### src/rtl/mc_main_control.sv
// Multi-cycle MIPS main control FSM.
// Decodes the instruction opcode and steps the datapath through one
// instruction phase per clock. Moore machine: every control output depends
// only on the current state and is forced to zero while reset is high.
module mc_main_control #(
  parameter logic [5:0] OP_RTYPE = 6'b000000,
  parameter logic [5:0] OP_LW    = 6'b100011,
  parameter logic [5:0] OP_SW    = 6'b101011,
  parameter logic [5:0] OP_BEQ   = 6'b000100,
  parameter logic [5:0] OP_J     = 6'b000010,
  parameter logic [5:0] OP_ADDI  = 6'b001000
) (
  input  logic       clk,
  input  logic       reset,
  input  logic [5:0] opcode,
  output logic       pc_write,
  output logic       pc_write_cond,
  output logic       i_or_d,
  output logic       mem_read,
  output logic       mem_write,
  output logic       ir_write,
  output logic       mem_to_reg,
  output logic       reg_dst,
  output logic       reg_write,
  output logic       alu_src_a,
  output logic [1:0] alu_src_b,
  output logic [1:0] aluop,
  output logic [1:0] pc_source,
  output logic [3:0] state
);

  typedef enum logic [3:0] {
    S_FETCH  = 4'd0,
    S_DECODE = 4'd1,
    S_MEMADR = 4'd2,
    S_MEMRD  = 4'd3,
    S_MEMWB  = 4'd4,
    S_MEMWR  = 4'd5,
    S_EXEC   = 4'd6,
    S_ALUWB  = 4'd7,
    S_BRANCH = 4'd8,
    S_JUMP   = 4'd9,
    S_ADDIEX = 4'd10,
    S_ADDIWB = 4'd11
  } state_e;

  state_e     state_q, state_d;
  logic [5:0] op_q, op_d;

  // State and latched-opcode registers; reset returns to FETCH.
  always_ff @(posedge clk or posedge reset) begin
    // NOTE: sequential state uses non-blocking assignments so every flop
    // samples the pre-edge values regardless of statement order.
    if (reset) begin
      state_q <= S_FETCH;
      op_q    <= '0;
    end else begin
      state_q <= state_d;
      op_q    <= op_d;
    end
  end

  // Next-state logic; the opcode is captured only on the DECODE edge so
  // later changes on the input cannot redirect MEMADR.
  always_comb begin
    // NOTE: defaults assigned before the case keep every path driven, so no
    // latch is inferred for states or opcodes not listed.
    state_d = S_FETCH;
    op_d    = op_q;
    case (state_q)
      S_FETCH:  state_d = S_DECODE;
      S_DECODE: begin
        op_d = opcode;
        if (opcode == OP_LW || opcode == OP_SW) state_d = S_MEMADR;
        else if (opcode == OP_RTYPE)            state_d = S_EXEC;
        else if (opcode == OP_BEQ)              state_d = S_BRANCH;
        else if (opcode == OP_J)                state_d = S_JUMP;
        else if (opcode == OP_ADDI)             state_d = S_ADDIEX;
        else                                    state_d = S_FETCH;
      end
      S_MEMADR: state_d = (op_q == OP_LW) ? S_MEMRD : S_MEMWR;
      S_MEMRD:  state_d = S_MEMWB;
      S_MEMWB:  state_d = S_FETCH;
      S_MEMWR:  state_d = S_FETCH;
      S_EXEC:   state_d = S_ALUWB;
      S_ALUWB:  state_d = S_FETCH;
      S_BRANCH: state_d = S_FETCH;
      S_JUMP:   state_d = S_FETCH;
      S_ADDIEX: state_d = S_ADDIWB;
      S_ADDIWB: state_d = S_FETCH;
      default:  state_d = S_FETCH;
    endcase
  end

  // Moore output decode, gated by reset so outputs drop the moment it rises.
  always_comb begin
    pc_write      = 1'b0;
    pc_write_cond = 1'b0;
    i_or_d        = 1'b0;
    mem_read      = 1'b0;
    mem_write     = 1'b0;
    ir_write      = 1'b0;
    mem_to_reg    = 1'b0;
    reg_dst       = 1'b0;
    reg_write     = 1'b0;
    alu_src_a     = 1'b0;
    alu_src_b     = 2'b00;
    aluop         = 2'b00;
    pc_source     = 2'b00;
    if (!reset) begin
      case (state_q)
        S_FETCH: begin
          mem_read  = 1'b1;
          ir_write  = 1'b1;
          pc_write  = 1'b1;
          alu_src_b = 2'b01;
        end
        S_DECODE: alu_src_b = 2'b11;
        S_MEMADR, S_ADDIEX: begin
          alu_src_a = 1'b1;
          alu_src_b = 2'b10;
        end
        S_MEMRD: begin
          mem_read = 1'b1;
          i_or_d   = 1'b1;
        end
        S_MEMWB: begin
          reg_write  = 1'b1;
          mem_to_reg = 1'b1;
        end
        S_MEMWR: begin
          mem_write = 1'b1;
          i_or_d    = 1'b1;
        end
        S_EXEC: begin
          alu_src_a = 1'b1;
          aluop     = 2'b10;
        end
        S_ALUWB: begin
          reg_write = 1'b1;
          reg_dst   = 1'b1;
        end
        S_BRANCH: begin
          alu_src_a     = 1'b1;
          aluop         = 2'b01;
          pc_write_cond = 1'b1;
          pc_source     = 2'b01;
        end
        S_JUMP: begin
          pc_write  = 1'b1;
          pc_source = 2'b10;
        end
        S_ADDIWB: reg_write = 1'b1;
        default: ;
      endcase
    end
  end

  assign state = reset ? 4'd0 : state_q;

endmodule

### config.mk
export PLATFORM = sky130hd
export DESIGN_NAME = mc_main_control
export DESIGN_NICKNAME = d
export VERILOG_FILES = /design/src/rtl/mc_main_control.sv
export SDC_FILE = /design/constraint.sdc
export NUM_CORES = 1
export LEC_CHECK = 0
export BUFFER_PORTS_ARGS = -buffer_cell sky130_fd_sc_hd__buf_2
export CAP_MARGIN = 20
export CORE_MARGIN = 2
export CORE_UTILIZATION = 30
export CTS_BUF_LIST = sky130_fd_sc_hd__clkbuf_4 sky130_fd_sc_hd__clkbuf_8
export CTS_CLUSTER_SIZE = 12
export DETAILED_ROUTE_END_ITERATION = 10
export PLACE_DENSITY = 0.66
export REMOVE_ABC_BUFFERS = 1
export SLEW_MARGIN = 10
export SYNTH_ARGS = -nofsm -noshare
export SYNTH_HDL_FRONTEND = slang
export SYNTH_SLANG_ARGS = --single-unit
### constraint.sdc
create_clock -name clk -period 1.3 [get_ports clk]
set_input_delay 0.065 -clock clk [delete_from_list [all_inputs] [get_ports clk]]
set_output_delay 0.065 -clock clk [all_outputs]
set_load 0.01 [all_outputs]
==> flow_summary.toml <==
[floorplanning]
die_x_um = 54.7
die_height_um = 54.7
floorplan.initialDensity_pct = 31.4
floorplan.rows = 18
design.portCount = 28
area_of_the_core_region_sq_um = 2450
design.die.area_sq_um = 2990

[placement]
placedInstanceArea_sq_um = 965
place.detailed.instances = 145
io_buffer_count = 27
detail_placement_hpwl_um = 1360
finalWeightedCongestion = 0.799

[worst_hold_path]
min-delay-path-class = "input pin to register"
timing.hold.worst.start = "opcode[0]"
min_delay_path_depth = 2
holdPathEnd = "op_q[0]"

[power_and_ir_drop]
irDropWorstVdd_mv = 0.875
seqPwrFrac_pct = 28.2
clock_power_share_pct = 10.9
static-leakage-power_nw = 0.651
power_report.internal_total_mw = 1.21
switchingPower_mw = 0.696
power.share.switching_pct = 36.5
share_comb_of_total_power_pct = 60.9
power.density_cell_area_nw_per_um2 = 1400

[synth]
synthArstFlopShare_pct = 100
ys_top_cells_by_area = "dfrtp_1 32%, mux2_2 8.8%, nor2b_1 5.7%"
synth_edf_count = 0
synth_compound_gate_area_share_pct = 10.2
synth_simple_gate_area_share_pct = 35.2
synth_top_cell_area_share_pct = 32.5
yosysWarnings = 0
synthXorXnorAreaFrac_pct = 4.55
synth_cells = 88
synth_top_family_by_area = "simple AND/OR/NAND/NOR gates"
number_of_flip_flops_and_latches_in_the_synthesized_netlist = 10
synthFlopType = "dfrtp_1"
netlist.top_cell.by_area = "dfrtp_1"
postSynthAreaPerCell_sq_um = 8.76
synth.cell_area_sq_um = 771
ys_types = 30
yosysSeqAreaShare_pct = 32.5
muxShareOfSynthArea_pct = 10.1
post_synth_fa_ha_maj_area_fraction_pct = 0

[clock_tree]
clock_tree.root_cell = "clkbuf_4"
cts_buffer_depth = 2
cts_tree = "built"
cts.sinks = 10
clk_pin_slew_ps = 60
h-tree-depth = 1
worstSkewPairLatency_ps = 270
cts_inserted_buffers = 3

[detailed_routing]
initialDrtViolationCount = 9
drt_first_pass_iters = 4
route.detailed.drc = 0
ant_nets = 0
via_count = 878
post_route_wl_um = 2470
route.detailed.wl_per_inst_um = 14.9
viasPerCell = 5.29

[global_route]
grt_first_pass_wirelength_um = 3540
groute.usage.overall_pct = 16.6
overflow = 0
first_global_vias = 809
maximum_number_of_pins_on_one_net_before_global_route_repair = 14
antenna_found_initial = 0

[cells_and_area]
finish.cell_count_without_fillers = 166
register_area_sq_um = 254
areaGrowthSynthToFinish_pct = 77.3
nFillCells = 225
antenna_cells_inserted = 0
final_common_cell = "buf_2"
leading_cell_types_in_the_layout_fill_and_taps_excluded = "27 x buf_2, 17 x buf_4, 8 x buf_6, 7 x nor2_1, 7 x dfrtp_1"
multi_input_area_sq_um = 656
final_layout_size_suffix_gt1_share_pct = 64.7
post-route-cell-area_sq_um = 1370
final_core_util_pct = 55.7
design.final.nets = 146

[timing]
number_of_setup_violations_in_the_final_report = 26
fin_ws_ps = -205
slew_viol_final = 0
finClkSkew_ps = 3.03
max_fclk_mhz = 664
layout_worst_path_cycle_share_pct = 116
period_needed_ps = 1510
rsz0062_at_grt = "yes"
timing_worst_slew_pin_value_ps = 392
slew-limit-headroom_pct = 73.9
hold_viol_final = 0

[worst_setup_path]
arrival_time_of_the_worst_setup_path_ps = 1440
critPathCaptureType = "output pin"
critical_r2r_launch = "state_q[2]"
critical-path-max-stage-delay_ps = 450
critical_path.n_buffers_inverters = 1
worst-setup-path-type = "register to output pin"
reg2reg_depth = 4
critical_path_depth = 3
critPathLaunchType = "register"
rrSetupSlack_ps = -160
critPathSlowestCell = "dfrtp_2"
cpLargestDelayFamily = "simple AND/OR/NAND/NOR gates"
r2r-end = "op_q[4]"
crit_chain = "or2_4 -> nor4_2 -> buf_2"
worstPathRequired_ps = 1240
critical_path.max_fanout = 6

[status]
outcome = "finished with violations"
violations = "setup timing"

[flow_run]
drv_cap = 0
-- state kept, by name, indices dropped and copies added (netlist names) --
signal	cells
op_q	6
state_q	4
-- metrics by stage --
stage	power [mW]	hold slack [ps]	worst slack (ps)	setup TNS [ps]
after global routing	2.02	85.4	-254	-4610
after floorplan	0.932	-94.8	-245	-2170
final	1.91	72.2	-205	-3040
after global placement	1.20	159	-54.5	-401
after detailed placement	1.21	174	-77.8	-565
after CTS	1.76	72.2	-147	-2220
-- layer usage --
metal | GRT usage [%] | vias to the layer above | wire length, um
met5 | 0 | - | 0
li1 | - | 414 | -
met1 | 18.3 | 420 | 1000
met4 | 5.00 | 0 | 11
met3 | 2.46 | 4 | 129
met2 | 32.1 | 40 | 1330
-- power by group through the flow --
stage	clock, mW	sequential (mW)	combinational [mW]
finish	0.208	0.538	1.16
global route	0.221	0.556	1.24
global placement	0	0.517	0.680
CTS	0.214	0.525	1.02
detailed placement	0	0.522	0.688
floorplan	0	0.551	0.381
-- cells in the mapped netlist, drive strengths merged, types with 3 or more instances --
cell,count
mux2,6
nor3,5
nor4b,4
nor4,5
nor2b,7
xor2,4
nor2,9
nand2,4
buf,8
dfrtp,10
o21ai,3
a31oi,3
-- cell type report --
type / instances / area share [%]
multi-input combinational: 67 / 48.0
clock buffer: 3 / 1.65
inverter: 1 / 0.275
tap: 30 / 2.75
sequential: 10 / 18.6
timing repair buffer: 55 / 28.8
-- worst max path at each step --
stage                from         end
2_1_floorplan  state_q[1]     op_q[0]
3_3_place_gp   state_q[1]  state_q[1]
5_1_grt        state_q[1]   reg_write
6_report       state_q[2]    mem_read
3_5_place_dp   state_q[2]  state_q[2]
4_1_cts        state_q[2]     op_q[3]
-- repair_timing --
item                       in CTS  in global routing
buffers inserted               14                  4
pin swaps                       6                  1
setup endpoints to repair      24                 28
hold buffers                    1                  0
gates resized for setup        42                 15
hold endpoints to repair       10                  0
-- logic make-up after synthesis --
kind of cell           after synthesis
AND/OR/NAND/NOR                     44
multiplexers                         7
buffers and inverters               11
AO/OA/AOI/OAI                       12
flip-flops                          10
XOR/XNOR                             4
Power figures use the tool's default switching activity.
